$ cat src/rtl/ex_mem_buffer.sv
// EX->MEM elastic pipeline register: 2-entry skid buffer with registered ready,
// youngest-entry forwarding tap and a saturating back-pressure counter.
module ex_mem_buffer #(
    parameter int DATA_W = 32,
    parameter int REG_AW = 5,
    parameter int CNT_W  = 16
) (
    input  logic              clk_i,
    input  logic              rst_ni,
    input  logic              flush_i,
    input  logic              ex_valid_i,
    output logic              ex_ready_o,
    input  logic [DATA_W-1:0] ex_alu_data_i,
    input  logic [REG_AW-1:0] ex_rd_addr_i,
    input  logic              ex_rd_wren_i,
    input  logic [DATA_W-1:0] ex_pc_i,
    output logic              mem_valid_o,
    input  logic              mem_ready_i,
    output logic [DATA_W-1:0] mem_alu_data_o,
    output logic [REG_AW-1:0] mem_rd_addr_o,
    output logic              mem_rd_wren_o,
    output logic [DATA_W-1:0] mem_pc_o,
    output logic              fwd_valid_o,
    output logic [REG_AW-1:0] fwd_rd_addr_o,
    output logic [DATA_W-1:0] fwd_data_o,
    output logic [CNT_W-1:0]  stall_cnt_o
);

    typedef enum logic [1:0] {
        EMPTY,
        ONE,
        FULL
    } state_t;

    state_t state_q, state_d;
    logic ready_q, ready_d;
    logic [CNT_W-1:0] stall_q, stall_d;

    logic [DATA_W-1:0] main_data_q, main_data_d;
    logic [REG_AW-1:0] main_rd_q, main_rd_d;
    logic main_wren_q, main_wren_d;
    logic [DATA_W-1:0] main_pc_q, main_pc_d;

    logic [DATA_W-1:0] skid_data_q, skid_data_d;
    logic [REG_AW-1:0] skid_rd_q, skid_rd_d;
    logic skid_wren_q, skid_wren_d;
    logic [DATA_W-1:0] skid_pc_q, skid_pc_d;

    logic valid;
    logic in_fire;
    logic out_fire;
    logic cap;
    logic in_wren;

    assign valid    = (state_q != EMPTY);
    assign in_fire  = ex_valid_i & ready_q;
    assign out_fire = valid & mem_ready_i;
    assign cap      = in_fire & ~flush_i;
    // x0 is hardwired, so a result aimed at it never writes back or forwards
    assign in_wren  = ex_rd_wren_i & (ex_rd_addr_i != '0);

    always_comb begin
        state_d     = state_q;
        main_data_d = main_data_q;
        main_rd_d   = main_rd_q;
        main_wren_d = main_wren_q;
        main_pc_d   = main_pc_q;
        skid_data_d = skid_data_q;
        skid_rd_d   = skid_rd_q;
        skid_wren_d = skid_wren_q;
        skid_pc_d   = skid_pc_q;
        stall_d     = stall_q;

        unique case (state_q)
            EMPTY: begin
                if (cap) begin
                    state_d     = ONE;
                    main_data_d = ex_alu_data_i;
                    main_rd_d   = ex_rd_addr_i;
                    main_wren_d = in_wren;
                    main_pc_d   = ex_pc_i;
                end
            end
            ONE: begin
                if (cap && out_fire) begin
                    main_data_d = ex_alu_data_i;
                    main_rd_d   = ex_rd_addr_i;
                    main_wren_d = in_wren;
                    main_pc_d   = ex_pc_i;
                end else if (cap) begin
                    state_d     = FULL;
                    skid_data_d = ex_alu_data_i;
                    skid_rd_d   = ex_rd_addr_i;
                    skid_wren_d = in_wren;
                    skid_pc_d   = ex_pc_i;
                end else if (out_fire) begin
                    state_d = EMPTY;
                end
            end
            FULL: begin
                if (out_fire) begin
                    state_d     = ONE;
                    main_data_d = skid_data_q;
                    main_rd_d   = skid_rd_q;
                    main_wren_d = skid_wren_q;
                    main_pc_d   = skid_pc_q;
                end
            end
            default: state_d = EMPTY;
        endcase

        if (flush_i) begin
            state_d = EMPTY;
        end

        // ready is registered off the next state to keep it off the EX path
        ready_d = (state_d != FULL);

        if (valid && !mem_ready_i && !(&stall_q)) begin
            stall_d = stall_q + CNT_W'(1);
        end
    end

    always_ff @(posedge clk_i or negedge rst_ni) begin
        if (!rst_ni) begin
            state_q     <= EMPTY;
            ready_q     <= 1'b1;
            stall_q     <= '0;
            main_data_q <= '0;
            main_rd_q   <= '0;
            main_wren_q <= 1'b0;
            main_pc_q   <= '0;
            skid_data_q <= '0;
            skid_rd_q   <= '0;
            skid_wren_q <= 1'b0;
            skid_pc_q   <= '0;
        end else begin
            state_q     <= state_d;
            ready_q     <= ready_d;
            stall_q     <= stall_d;
            main_data_q <= main_data_d;
            main_rd_q   <= main_rd_d;
            main_wren_q <= main_wren_d;
            main_pc_q   <= main_pc_d;
            skid_data_q <= skid_data_d;
            skid_rd_q   <= skid_rd_d;
            skid_wren_q <= skid_wren_d;
            skid_pc_q   <= skid_pc_d;
        end
    end

    assign ex_ready_o     = ready_q;
    assign mem_valid_o    = valid;
    assign mem_alu_data_o = main_data_q;
    assign mem_rd_addr_o  = main_rd_q;
    assign mem_rd_wren_o  = main_wren_q;
    assign mem_pc_o       = main_pc_q;
    assign stall_cnt_o    = stall_q;

    // the skid entry is younger than the head, so it wins when both are held
    assign fwd_rd_addr_o = (state_q == FULL) ? skid_rd_q : main_rd_q;
    assign fwd_data_o    = (state_q == FULL) ? skid_data_q : main_data_q;
    assign fwd_valid_o   = valid &
                           ((state_q == FULL) ? skid_wren_q : main_wren_q);

endmodule

$ cat config.mk
export PLATFORM = sky130hd
export DESIGN_NAME = ex_mem_buffer
export DESIGN_NICKNAME = d
export VERILOG_FILES = /design/src/rtl/ex_mem_buffer.sv
export SDC_FILE = /design/constraint.sdc
export NUM_CORES = 1
export LEC_CHECK = 0
export ABC_AREA = 0
export BUFFER_PORTS_ARGS = -buffer_cell sky130_fd_sc_hd__buf_2
export CAP_MARGIN = 25
export CORE_MARGIN = 5
export CORE_UTILIZATION = 40
export DETAILED_ROUTE_END_ITERATION = 7
export HOLD_SLACK_MARGIN = 0.1
export PLACE_DENSITY = 0.78
export SYNTH_ARGS = -nofsm -noshare
export SYNTH_HDL_FRONTEND = slang
export SYNTH_SLANG_ARGS = --single-unit
$ cat constraint.sdc
create_clock -name clk_i -period 1.6 [get_ports clk_i]
set_input_delay 0.24 -clock clk_i [delete_from_list [all_inputs] [get_ports clk_i]]
set_output_delay 0.24 -clock clk_i [all_outputs]
set_load 0.02 [all_outputs]
# Word level (Yosys, flattened, before mapping)

Cells that the tools add are included.

$add $sub $neg: 1
Eq/ne operators: 6
Multiplexer cells: 26
Bitwise gates (word level): 7
Reductions and logical operators: 12

Operators with widths:

| operator              | count |
|---|---|
| $mux 32               | 7 |
| $pmux 32 s3           | 2 |
| $mux 5                | 4 |
| $add 16x1->16 const B | 1 |
| $reduce_and 16->1     | 1 |
| $pmux 5 s3            | 1 |
| $mux 2                | 6 |
| $ne 2x2->1 const B    | 4 |
| $pmux 2 s3            | 1 |
| $and 1x1->1           | 5 |
| $reduce_bool 5->1     | 1 |
| $mux 1                | 4 |
| $reduce_and 4->1      | 1 |
| $logic_and 1x1->1     | 3 |
| $pmux 1 s3            | 1 |
| $reduce_and 3->1      | 1 |
| $reduce_bool 3->1     | 1 |
| $eq 2x1->1 const B    | 1 |
| $eq 2x2->1 const B    | 1 |
| $logic_not 1->1       | 2 |
| $logic_not 2->1       | 1 |
| $not 1->1             | 2 |
| $reduce_bool 2->1     | 1 |

Register bits: 159
Bits of input ports: 75
Output and inout port bits: 126
Word-level logic and storage cells: 63

# Longest topological paths before layout

Gate-level depths: netlist of run 1.

Depth after elaboration: 8
Gate-level depth with buffers: 7
Mapped depth without buffers: 5

# Least setup slack after synthesis of run 1

Ideal clock, no wire load.

Kind: register to register
Start point: register stall_q[0] (netlist: stall_cnt_o[0])
End point: register stall_q[1] (netlist: stall_cnt_o[1])
Library setup time: 125 ps
Arrival: 1615 ps
Data required time: 1475 ps
Slack: -139 ps
Stages on the path, launching flop included: 6
Path buffers: 0
Period minus slack after synthesis: 1739 ps
Cells stage by stage: dfrtp_1 -> ha_1 -> and3_1 -> nand4_1 -> o21a_1 -> mux2_2

Longest elaborated chain between the ends: 3
Elaborated cells between the ends (all ways): 4
Those cells by class: 1 x add/sub; 3 x reduce/logical

Ends and longest elaborated chain:

| what                                                  | line | source |
|---|---|---|
| from (decl)                                           | 37   | `logic [CNT_W-1:0] stall_q, stall_d;` |
| from (signal assigned)                                | 140  | `stall_q <= stall_d;` |
| branches (longest 3 deep; another with $add 16x1->16) | -    |  |

Parallel ways; which one is timed is not known.
A chain may end at the register's enable or synchronous reset.

# Worst setup path after layout of run 1

Start point: register state_q[1]
End point: output port fwd_data_o[16]

Longest elaborated chain between the ends: 2

Ends and longest elaborated chain:

| what                   | line | source |
|---|---|---|
| from (decl)            | 35   | `state_t state_q, state_d;` |
| from (signal assigned) | 138  | `state_q <= state_d;` |
| $eq 2x2->1             | 162  | `assign fwd_data_o = (state_q == FULL) ? skid_data_q : main_data_q;` |
| $mux 32                | 162  |  |
| to (decl)              | 25   | `output logic [DATA_W-1:0] fwd_data_o,` |

No other way between the ends.

==> impl_summary.log, run 1 <==
[metrics] row count: 48
[metrics] minimum setup slack among reg-to-reg paths: -0.34 ns
[metrics] worst-case headroom to the max-slew limit: 72.1%
[metrics] area of the die: 20300 µm²
[metrics] overall die height: 143 µm
[metrics] Worst path max stage delay: 0.40 ns
[metrics] number of buffers and inverters on the critical path: 4
[metrics] final critical-path required period: 1.96 ns
[metrics] synthesis-stage register bit count: 159
[metrics] Achievable Freq: 511 MHz
[metrics] result of the run: complete, but fails checks
[metrics] proportion of total power due to net switching: 34.7%
[metrics] failing checks: setup timing
[metrics] CTS sink cnt: 159
[metrics] unrepaired setup endpoints after global routing: true
[metrics] most repeated library cell on the critical path: buf_6
[metrics] hold violation total from the final report: 0
[metrics] final non-filler cell area: 12300 µm²
[metrics] global-route usage over all layers: 23.0%
[metrics] first-pass iteration count of the detailed router: 5
[metrics] total placed instance area: 8560 µm²
[metrics] clock tree from TritonCTS: yes
[metrics] proportion of synthesized chip area in sequential cells: 56.6%
[metrics] number of antenna violations at the first check in global routing: 3
[metrics] Leakage Power: 5.74 nW
[metrics] total power per unit cell area: 1200 nW/µm²
[metrics] post-DR vias/cell: 5.36
[metrics] Internal Dissipation: 0.00958 W
[metrics] clock transition at the registers of the reported paths: 0.07 ns
[metrics] Max-Cap Viols: 0
[metrics] initial detailed-routing violation count: 338
[metrics] CP cell instances: buf_6 > buf_6 > nand2b_4 > clkbuf_16 > nand2_4 > nand2_2 > buf_6
[metrics] flip-flop cell with the highest count after synthesis: dfrtp_1
[metrics] least setup slack across all paths after layout: -0.355 ns
[metrics] largest net degree at the start of global routing: 57
[metrics] mean routed wirelength per cell: 20.8 µm
[metrics] Critical Path RT: 1.36 ns
[metrics] relative contribution of the clock network to total power: 27.7%
[metrics] P&R area growth vs syn: 74.4%
[metrics] synthesized instance count: 706
[metrics] Switching Power: 0.00510 W
[metrics] Floorplan Core Area: 17300 µm²
[metrics] core utilization of the finished layout: 71.0%
[metrics] type of the worst setup path: register to output port
[metrics] IO buf count: 200
[metrics] number of distinct library cell variants in the gate-level netlist after synthesis: 41
[metrics] CP max FO: 6
[metrics] drt drc: 0
[metrics] last weighted congestion value of the routability-driven placer: 0.785
[metrics] Seq pwr share: 40.1%
[metrics] Syn Nets: 782
[metrics] post-route non-filler standard cell count: 1299
[metrics] summed instance area of the synthesized netlist: 7040 µm²
[metrics] Final ANT Viol Nets: 0
[metrics] Post-Route WL: 27000 µm
[metrics] critical path's top delay family: buffers and inverters
[metrics] H-tree depth: 4
[metrics] number of synthesized flops with an enable pin: 0
[metrics] path category of the worst min-delay check: input pin to register
[metrics] count of final max-slew check failures: 0
[metrics] Final Setup Violations: 181
[metrics] relative contribution of combinational cells to total power: 32.3%
[metrics] actual slew at the worst max-slew pin: 0.418 ns
[metrics] critical-path cell with the highest stage delay: dfrtp_1
[metrics] VDD IR max: 982 µV
[metrics] Period Utilization, post-route: 122%
[metrics] Synth async-reset ratio: 100%
[metrics] Final HPWL DP: 12500 µm
[metrics] share of post-route cells with drive strength above 1: 55.3%
[metrics] global-route congestion overflow total: 0
[metrics] arrival time of the worst setup path: 1.72 ns
[metrics] critical path capture point type: output port
[metrics] global-route wire length before repair: 36800 µm
[metrics] initial standard-cell utilization of the core: 40.7%
[metrics] warning count from the yosys run: 0
[metrics] syn avg cell area: 9.97 µm²
[metrics] buffer type at the clock tree root: clkbuf_16
[metrics] Top Ports: 201
[metrics] via count: 6969
[metrics] number of cells in the design after placement: 1126
[metrics] clock latency on the worst-skew pair: 0.42 ns
[metrics] number of buffers inserted during clock tree synthesis: 17
[metrics] kind of start point of the critical path: register
[metrics] final net count: 1134
[metrics] DIE WIDTH: 143 µm
[metrics] via count of the first global-routing pass: 7057
[metrics] clock skew after layout: 0.00815 ns
[metrics] clock tree buffer depth: 2
-- power by group through the flow --
stage               clock network, W  registers, W  logic, W
floorplan                          0       0.00609   0.00159
global placement                   0       0.00561   0.00329
detailed placement                 0       0.00565   0.00338
CTS                          0.00411       0.00560   0.00417
global route                 0.00430       0.00597   0.00506
finish                       0.00406       0.00588   0.00474
-- per-stage QoR --
| stage | hold WS, ns | worst slack (ns) | total power, W | TNS, ns |
|---|---|---|---|---|
| 2_1_floorplan | -0.0556 | -0.0265 | 0.00769 | -0.150 |
| 6_report | 0.110 | -0.355 | 0.0147 | -45.85 |
| 3_5_place_dp | 0.171 | -0.0588 | 0.00903 | -0.982 |
| 4_1_cts | 0.104 | -0.343 | 0.0139 | -28.23 |
| 3_3_place_gp | 0.166 | 0.0117 | 0.00889 | 0 |
| 5_1_grt | 0.105 | -0.410 | 0.0153 | -56.06 |
-- registers in the layout, summed over array words and instances, names as in the netlist --
signal,cells
ex_ready_o,1
mem_alu_data_o,32
mem_pc_o,32
mem_rd_addr_o,5
mem_rd_wren_o,1
skid_data_q,32
skid_pc_q,32
skid_rd_q,5
skid_wren_q,1
stall_cnt_o,16
state_q,2
-- worst paths after layout --
kind	from	to	cells after the start
max	state_q[1]$_DFF_PN0_	fwd_data_o[16]	7
min	ex_rd_addr_i[4]	skid_rd_q[4]$_DFFE_PN0P_	2
max reg2reg	state_q[1]$_DFF_PN0_	mem_alu_data_o[11]$_DFFE_PN0P_	11
min reg2reg	stall_cnt_o[13]$_DFFE_PN0P_	stall_cnt_o[13]$_DFFE_PN0P_	1
max in group asynchronous	rst_ni	mem_alu_data_o[17]$_DFFE_PN0P_	3
min in group asynchronous	rst_ni	stall_cnt_o[11]$_DFFE_PN0P_	2
-- per-layer routing --
metal | track usage (%) | part of all wire (%) | up-vias
met1 | 28.3 | 40 | 3497
met3 | 5.59 | 6.0 | 74
met2 | 38.5 | 50 | 275
met5 | 0 | 0 | -
met4 | 10.4 | 3.5 | 0
li1 | - | - | 3123
-- cells in the mapped netlist (2+ instances only) --
library cell	instances	area (µm²)
nand2_1	225	845
dfrtp_1	158	3950
nor2_1	73	274
a31oi_1	70	438
mux2_2	70	788
buf_2	26	130
clkbuf_1	16	60.1
xor2_1	8	70.1
and3_1	6	37.5
nand4_1	5	31.3
xnor2_1	5	43.8
a21oi_1	4	20.0
nand3_1	4	20.0
buf_6	3	33.8
a211oi_1	2	15.0
nand3b_1	2	15.0
nor3_1	2	10.0
nor4_1	2	12.5
o21a_1	2	15.0
o21ai_0	2	10.0
-- area by class of cell --
type	instances	area, µm²
diodes	3	7.51
clock buffers	19	453
clock inverters	13	128
fillers	1160	5020
inverters	1	3.75
multi-input cells	501	3790
flip-flops and latches	159	3980
well taps	225	282
repair buffers	378	3620
-- kinds of logic (layout without fill, tap and decap cells) --
family	Yosys count	in the layout	synth area share, %
simple gates	328	329	18.8
flops	159	159	56.6
fa+ha+maj	1	1	0.178
mux	71	71	11.3
other cells	0	3	0
buf+inv	47	411	3.34
xor+xnor	13	13	1.62
compound gates	87	87	8.20
-- cells in the final DEF, fill, tap and decap left out, types with 3 or more instances in the layout --
| cell | netlist | layout |
|---|---|---|
| buf_2 | 26 | 160 |
| dfrtp_1 | 158 | 156 |
| nand2_1 | 225 | 134 |
| dlygate4sd3_1 | 0 | 71 |
| mux2_2 | 70 | 69 |
| nand2_2 | 0 | 65 |
| buf_6 | 3 | 55 |
| a31oi_1 | 70 | 51 |
| buf_4 | 1 | 36 |
| nor2_2 | 0 | 32 |
| clkbuf_16 | 0 | 28 |
| nand2_4 | 0 | 25 |
| buf_12 | 0 | 25 |
| nor2_4 | 0 | 22 |
| nor2_1 | 73 | 19 |
| a31oi_4 | 0 | 16 |
| buf_8 | 0 | 10 |
| xor2_1 | 8 | 8 |
| and3_1 | 6 | 6 |
| buf_16 | 0 | 6 |
| nand4_1 | 5 | 5 |
| xnor2_1 | 5 | 5 |
| clkinvlp_4 | 0 | 5 |
| a21oi_1 | 4 | 4 |
| nand3_1 | 4 | 4 |
| inv_6 | 0 | 4 |
| bufbuf_16 | 0 | 4 |
| diode_2 | 0 | 3 |
| a31oi_2 | 0 | 3 |
-- repair_timing --
| item | 4_1_cts | 5_1_grt |
|---|---|---|
| buffers inserted | 28 | 17 |
| cloned | 18 | 16 |
| setup endpoints to repair | 109 | 188 |
| hold buffers | 71 | 0 |
| resized for setup | 139 | 249 |
| endpoints found under the hold margin | 191 | 0 |
| pin swaps | 2 | 69 |
(Power assumes the default switching activity.)
==> run 2: changes to the inputs <==
==> config.mk (replaced) <==
export PLATFORM = sky130hd
export DESIGN_NAME = ex_mem_buffer
export DESIGN_NICKNAME = d
export VERILOG_FILES = /design/src/rtl/ex_mem_buffer.sv
export SDC_FILE = /design/constraint.sdc
export NUM_CORES = 1
export LEC_CHECK = 0
export ABC_AREA = 1
export BUFFER_PORTS_ARGS = -buffer_cell sky130_fd_sc_hd__buf_2
export CAP_MARGIN = 25
export CELL_PAD_IN_SITES_DETAIL_PLACEMENT = 1
export CELL_PAD_IN_SITES_GLOBAL_PLACEMENT = 1
export CORE_MARGIN = 5
export CORE_UTILIZATION = 34
export DETAILED_ROUTE_END_ITERATION = 7
export HOLD_SLACK_MARGIN = 0.1
export PLACE_DENSITY = 0.87
export SYNTH_ARGS = -nofsm -noshare
export SYNTH_HDL_FRONTEND = slang
export SYNTH_SLANG_ARGS = --single-unit
==> run 2 against run 1 <==
The flow still finishes with violations (setup timing). Setup slack better by 0.096 ns. Sequential power shrank 6.3%. Core utilization is 15 points lower. Non-clock buffer count decreased by 25. Routed wire length rose by 29%. Synthesized area increased by 7.4%. Die area increased by 24%. Worst hold slack lost 0.018 ns. Sequential share of layout area increased by 0.086 points. Combinational power shrank 21%. Critical endpoint is now fwd_data_o[3]. Highest routed layer is now met5.
==> impl_summary.log, run 2 <==
[metrics] result of the run: complete, but fails checks
[metrics] failing checks: setup timing
[metrics] DIE WIDTH: 159 µm
[metrics] clock tree from TritonCTS: yes
[metrics] clock tree buffer depth: 2
[metrics] Leakage Power: 6.55 nW
[metrics] worst hold path endpoint: skid_data_q[14]$_DFFE_PN0P_
[metrics] largest net degree at the start of global routing: 61
[metrics] number of buffers and inverters on the critical path: 3
[metrics] met2 routing resource usage after global routing: 37.3%
[metrics] Floorplan Core Area: 21800 µm²
[metrics] H-tree depth: 4
[metrics] IO buf count: 200
[metrics] actual slew at the worst max-slew pin: 0.461 ns
[metrics] summed instance area of the synthesized netlist: 7550 µm²
[metrics] clock skew after layout: 0.0101 ns
[metrics] Switching Power: 0.00485 W
[metrics] Final ANT Viol Nets: 0
[metrics] met3 Track Usage GR: 4.37%
[metrics] most repeated library cell on the critical path: nand2_1
[metrics] Critical Path RT: 1.36 ns
[metrics] Final HPWL DP: 16400 µm
[metrics] global-route usage over all layers: 20.8%
[metrics] hold violation total from the final report: 0
[metrics] least setup slack across all paths after layout: -0.259 ns
[metrics] hold path cells: 3
[metrics] final net count: 1397
[metrics] clock latency on the worst-skew pair: 0.44 ns
[metrics] number of buffers inserted during clock tree synthesis: 17
[metrics] number of distinct library cell variants in the gate-level netlist after synthesis: 28
[metrics] RR Endpoint: mem_pc_o[29]$_DFFE_PN0P_
[metrics] Syn Nets: 1075
[metrics] most used standard cell by instance count after synthesis: nand2_1
[metrics] global-route wire length before repair: 43300 µm
[metrics] CP cell instances: nor2_4 > buf_12 > clkbuf_16 > nand2_1 > nand2_1 > buf_6
[metrics] critical-path cell with the highest stage delay: dfrtp_1
[metrics] post-DR vias/cell: 5.11
[metrics] warning count from the yosys run: 0
[metrics] path category of the worst min-delay check: input pin to register
[metrics] Total Neg Setup Slack: -10.69 ns
[metrics] count of final max-slew check failures: 0
[metrics] number of antenna violations at the first check in global routing: 3
[metrics] worst-case headroom to the max-slew limit: 69.3%
[metrics] Final Setup Violations: 105
[metrics] last weighted congestion value of the routability-driven placer: 0.788
[metrics] kind of start point of the critical path: register
[metrics] relative contribution of combinational cells to total power: 27.3%
[metrics] clock transition at the registers of the reported paths: 0.07 ns
[metrics] critical path's top delay family: buffers and inverters
[metrics] syn avg cell area: 7.56 µm²
[metrics] via count: 8257
[metrics] r2r startpoint: state_q[1]$_DFF_PN0_
[metrics] final critical-path required period: 1.86 ns
[metrics] most common cell after layout, fill and taps aside: nand2_1
[metrics] relative contribution of the clock network to total power: 32.5%
[metrics] Period Utilization, post-route: 116%
[metrics] worst hold margin: 0.0928 ns
[metrics] Post-Route WL: 34800 µm
[metrics] Synth async-reset ratio: 100%
[metrics] CTS sink cnt: 159
[metrics] via count of the first global-routing pass: 8199
[metrics] Hold Path Origin: ex_alu_data_i[14]
[metrics] total power per unit cell area: 1120 nW/µm²
[metrics] highest-count cells in the layout ignoring fill and taps: 382 x nand2_1, 160 x buf_2, 157 x dfrtp_1
[metrics] flip-flop cell with the highest count after synthesis: dfrtp_1
[metrics] drt drc: 0
[metrics] CP max FO: 7
[metrics] mean routed wirelength per cell: 21.5 µm
[metrics] arrival time of the worst setup path: 1.62 ns
[metrics] busiest grt layer: met2
[metrics] proportion of synthesized chip area in sequential cells: 52.7%
[metrics] worst r2r path cells: 12
[metrics] Worst path max stage delay: 0.41 ns
[metrics] number of synthesized flops with an enable pin: 0
[metrics] Seq pwr share: 40.2%
[metrics] VDD IR max: 646 µV
[metrics] P&R area growth vs syn: 62.0%
[metrics] initial standard-cell utilization of the core: 34.6%
[metrics] cell taking the most area after synthesis: dfrtp_1
[metrics] global-route congestion overflow total: 0
[metrics] Internal Dissipation: 0.00887 W
[metrics] unrepaired setup endpoints after global routing: true
[metrics] synthesized instance count: 999
[metrics] share of post-route cells with drive strength above 1: 37.7%
[metrics] Top Ports: 201
[metrics] fraction of synthesized cell area taken by the top area cell type: 52.3%
[metrics] main area contributors after synthesis: dfrtp_1 52%, nand2_1 25%, o21ai_0 9.7%, inv_1 4.2%, buf_2 1.6%
[metrics] type of the worst setup path: register to output port
[metrics] most common library cells after synthesis: 500 x nand2_1, 158 x dfrtp_1, 147 x o21ai_0
[metrics] proportion of total power due to net switching: 35.3%
[metrics] critical path capture point type: output port
[metrics] synthesis-stage register bit count: 159
[metrics] initial detailed-routing violation count: 403
[metrics] first-pass iteration count of the detailed router: 4
[metrics] Max-Cap Viols: 0
[metrics] row count: 54
[metrics] buffer type at the clock tree root: clkbuf_16
[metrics] area of the die: 25300 µm²
[metrics] fraction of met1 tracks used by global routing: 24.7%
[metrics] Achievable Freq: 538 MHz
[metrics] overall die height: 159 µm
[metrics] minimum setup slack among reg-to-reg paths: -0.14 ns
==> run 2: cell count changes after synthesis, sizes merged, moves of 3 or more <==
| cell | previous run | this run |
|---|---|---|
| nor2 | 73 | 25 |
| nand3 | 4 | 10 |
| o21ai | 2 | 149 |
| nand2 | 225 | 502 |
| mux2 | 70 | 0 |
| a31oi | 70 | 0 |
| buf | 30 | 35 |
| inv | 1 | 87 |
| xor2 | 8 | 1 |
| a21oi | 4 | 1 |
| and3 | 6 | 0 |
==> run 2: power by group through the flow <==
| stage | sequential, W | combinational, W | clock, W |
|---|---|---|---|
| after floorplan | 0.00576 | 0.00125 | 0 |
| after global placement | 0.00535 | 0.00277 | 0 |
| after detailed placement | 0.00539 | 0.00289 | 0 |
| after CTS | 0.00532 | 0.00321 | 0.00451 |
| after global routing | 0.00559 | 0.00403 | 0.00468 |
| final | 0.00551 | 0.00375 | 0.00446 |
==> run 2: metrics by stage <==
stage | std cells | total power (W) | utilization, % | setup slack (ns) | cell area, µm²
after global placement | 1467 | 0.00812 | 41.7 | -0.0251 | 9100
after floorplan | 999 | 0.00701 | - | 0.00694 | 7550
after global routing | 1616 | 0.0143 | 56.1 | -0.345 | 12200
after detailed placement | 1467 | 0.00827 | 41.7 | -0.101 | 9100
final | 1616 | 0.0137 | 56.1 | -0.259 | 12200
after CTS | 1566 | 0.0130 | 48.9 | -0.271 | 10700
==> run 2: worst max path at each step <==
stage	start	endpoint	slack (ns)	cells after the start
floorplan	stall_cnt_o[1]$_DFFE_PN0P_	stall_cnt_o[8]$_DFFE_PN0P_	0.007	9
global placement	stall_cnt_o[0]$_DFFE_PN0P_	stall_cnt_o[12]$_DFFE_PN0P_	-0.03	7
detailed placement	stall_cnt_o[0]$_DFFE_PN0P_	stall_cnt_o[12]$_DFFE_PN0P_	-0.10	7
CTS	state_q[1]$_DFF_PN0_	fwd_data_o[23]	-0.27	7
global route	state_q[1]$_DFF_PN0_	fwd_data_o[3]	-0.35	7
finish	state_q[0]$_DFF_PN0_	fwd_data_o[3]	-0.26	6
==> run 2: cells by family (layout without fill, tap and decap cells) <==
| group | after synthesis | count (layout) | synth area share, % |
|---|---|---|---|
| fa+ha+maj | 1 | 1 | 0.166 |
| simple gates | 545 | 545 | 28.2 |
| compound gates | 150 | 150 | 9.99 |
| flops | 159 | 159 | 52.7 |
| buf+inv | 137 | 472 | 8.18 |
| other cells | 0 | 2 | 0 |
| xor+xnor | 7 | 7 | 0.812 |
==> run 2: worst reg2reg max path, cell delays in order (launching register included) <==
cell and delay, ns:
dfrtp_1 0.40, inv_2 0.08, nor2_4 0.05, buf_12 0.15, clkbuf_16 0.16, buf_8 0.14, buf_12 0.14, buf_12 0.12
buf_16 0.13, nand2_2 0.06, o21ai_2 0.05, nand2_1 0.09, nand2_1 0.07
==> run 2: routing by layer <==
metal,up-vias,wire length [µm]
li1,3732,-
met1,4163,13400
met2,282,18600
met3,78,1520
met4,2,1210
met5,-,13
==> run 2: timing repair <==
| item | CTS | global route |
|---|---|---|
| hold buffers | 55 | 2 |
| pin swaps | 1 | 70 |
| setup buffers | 8 | 17 |
| gates cloned | 4 | 30 |
| hold endpoints to repair | 90 | 2 |
| setup endpoints to repair | 53 | 179 |
| resized for setup | 86 | 309 |
==> run 2: cell type report <==
type                    count  area [µm²]
diodes                      2        5.00
clock buffers              17         425
clock inverters            15         196
fillers                  2513        9590
inverters                  87         355
multi-input cells         703        3540
flip-flops and latches    159        3980
well taps                 280         350
repair buffers            353        3390
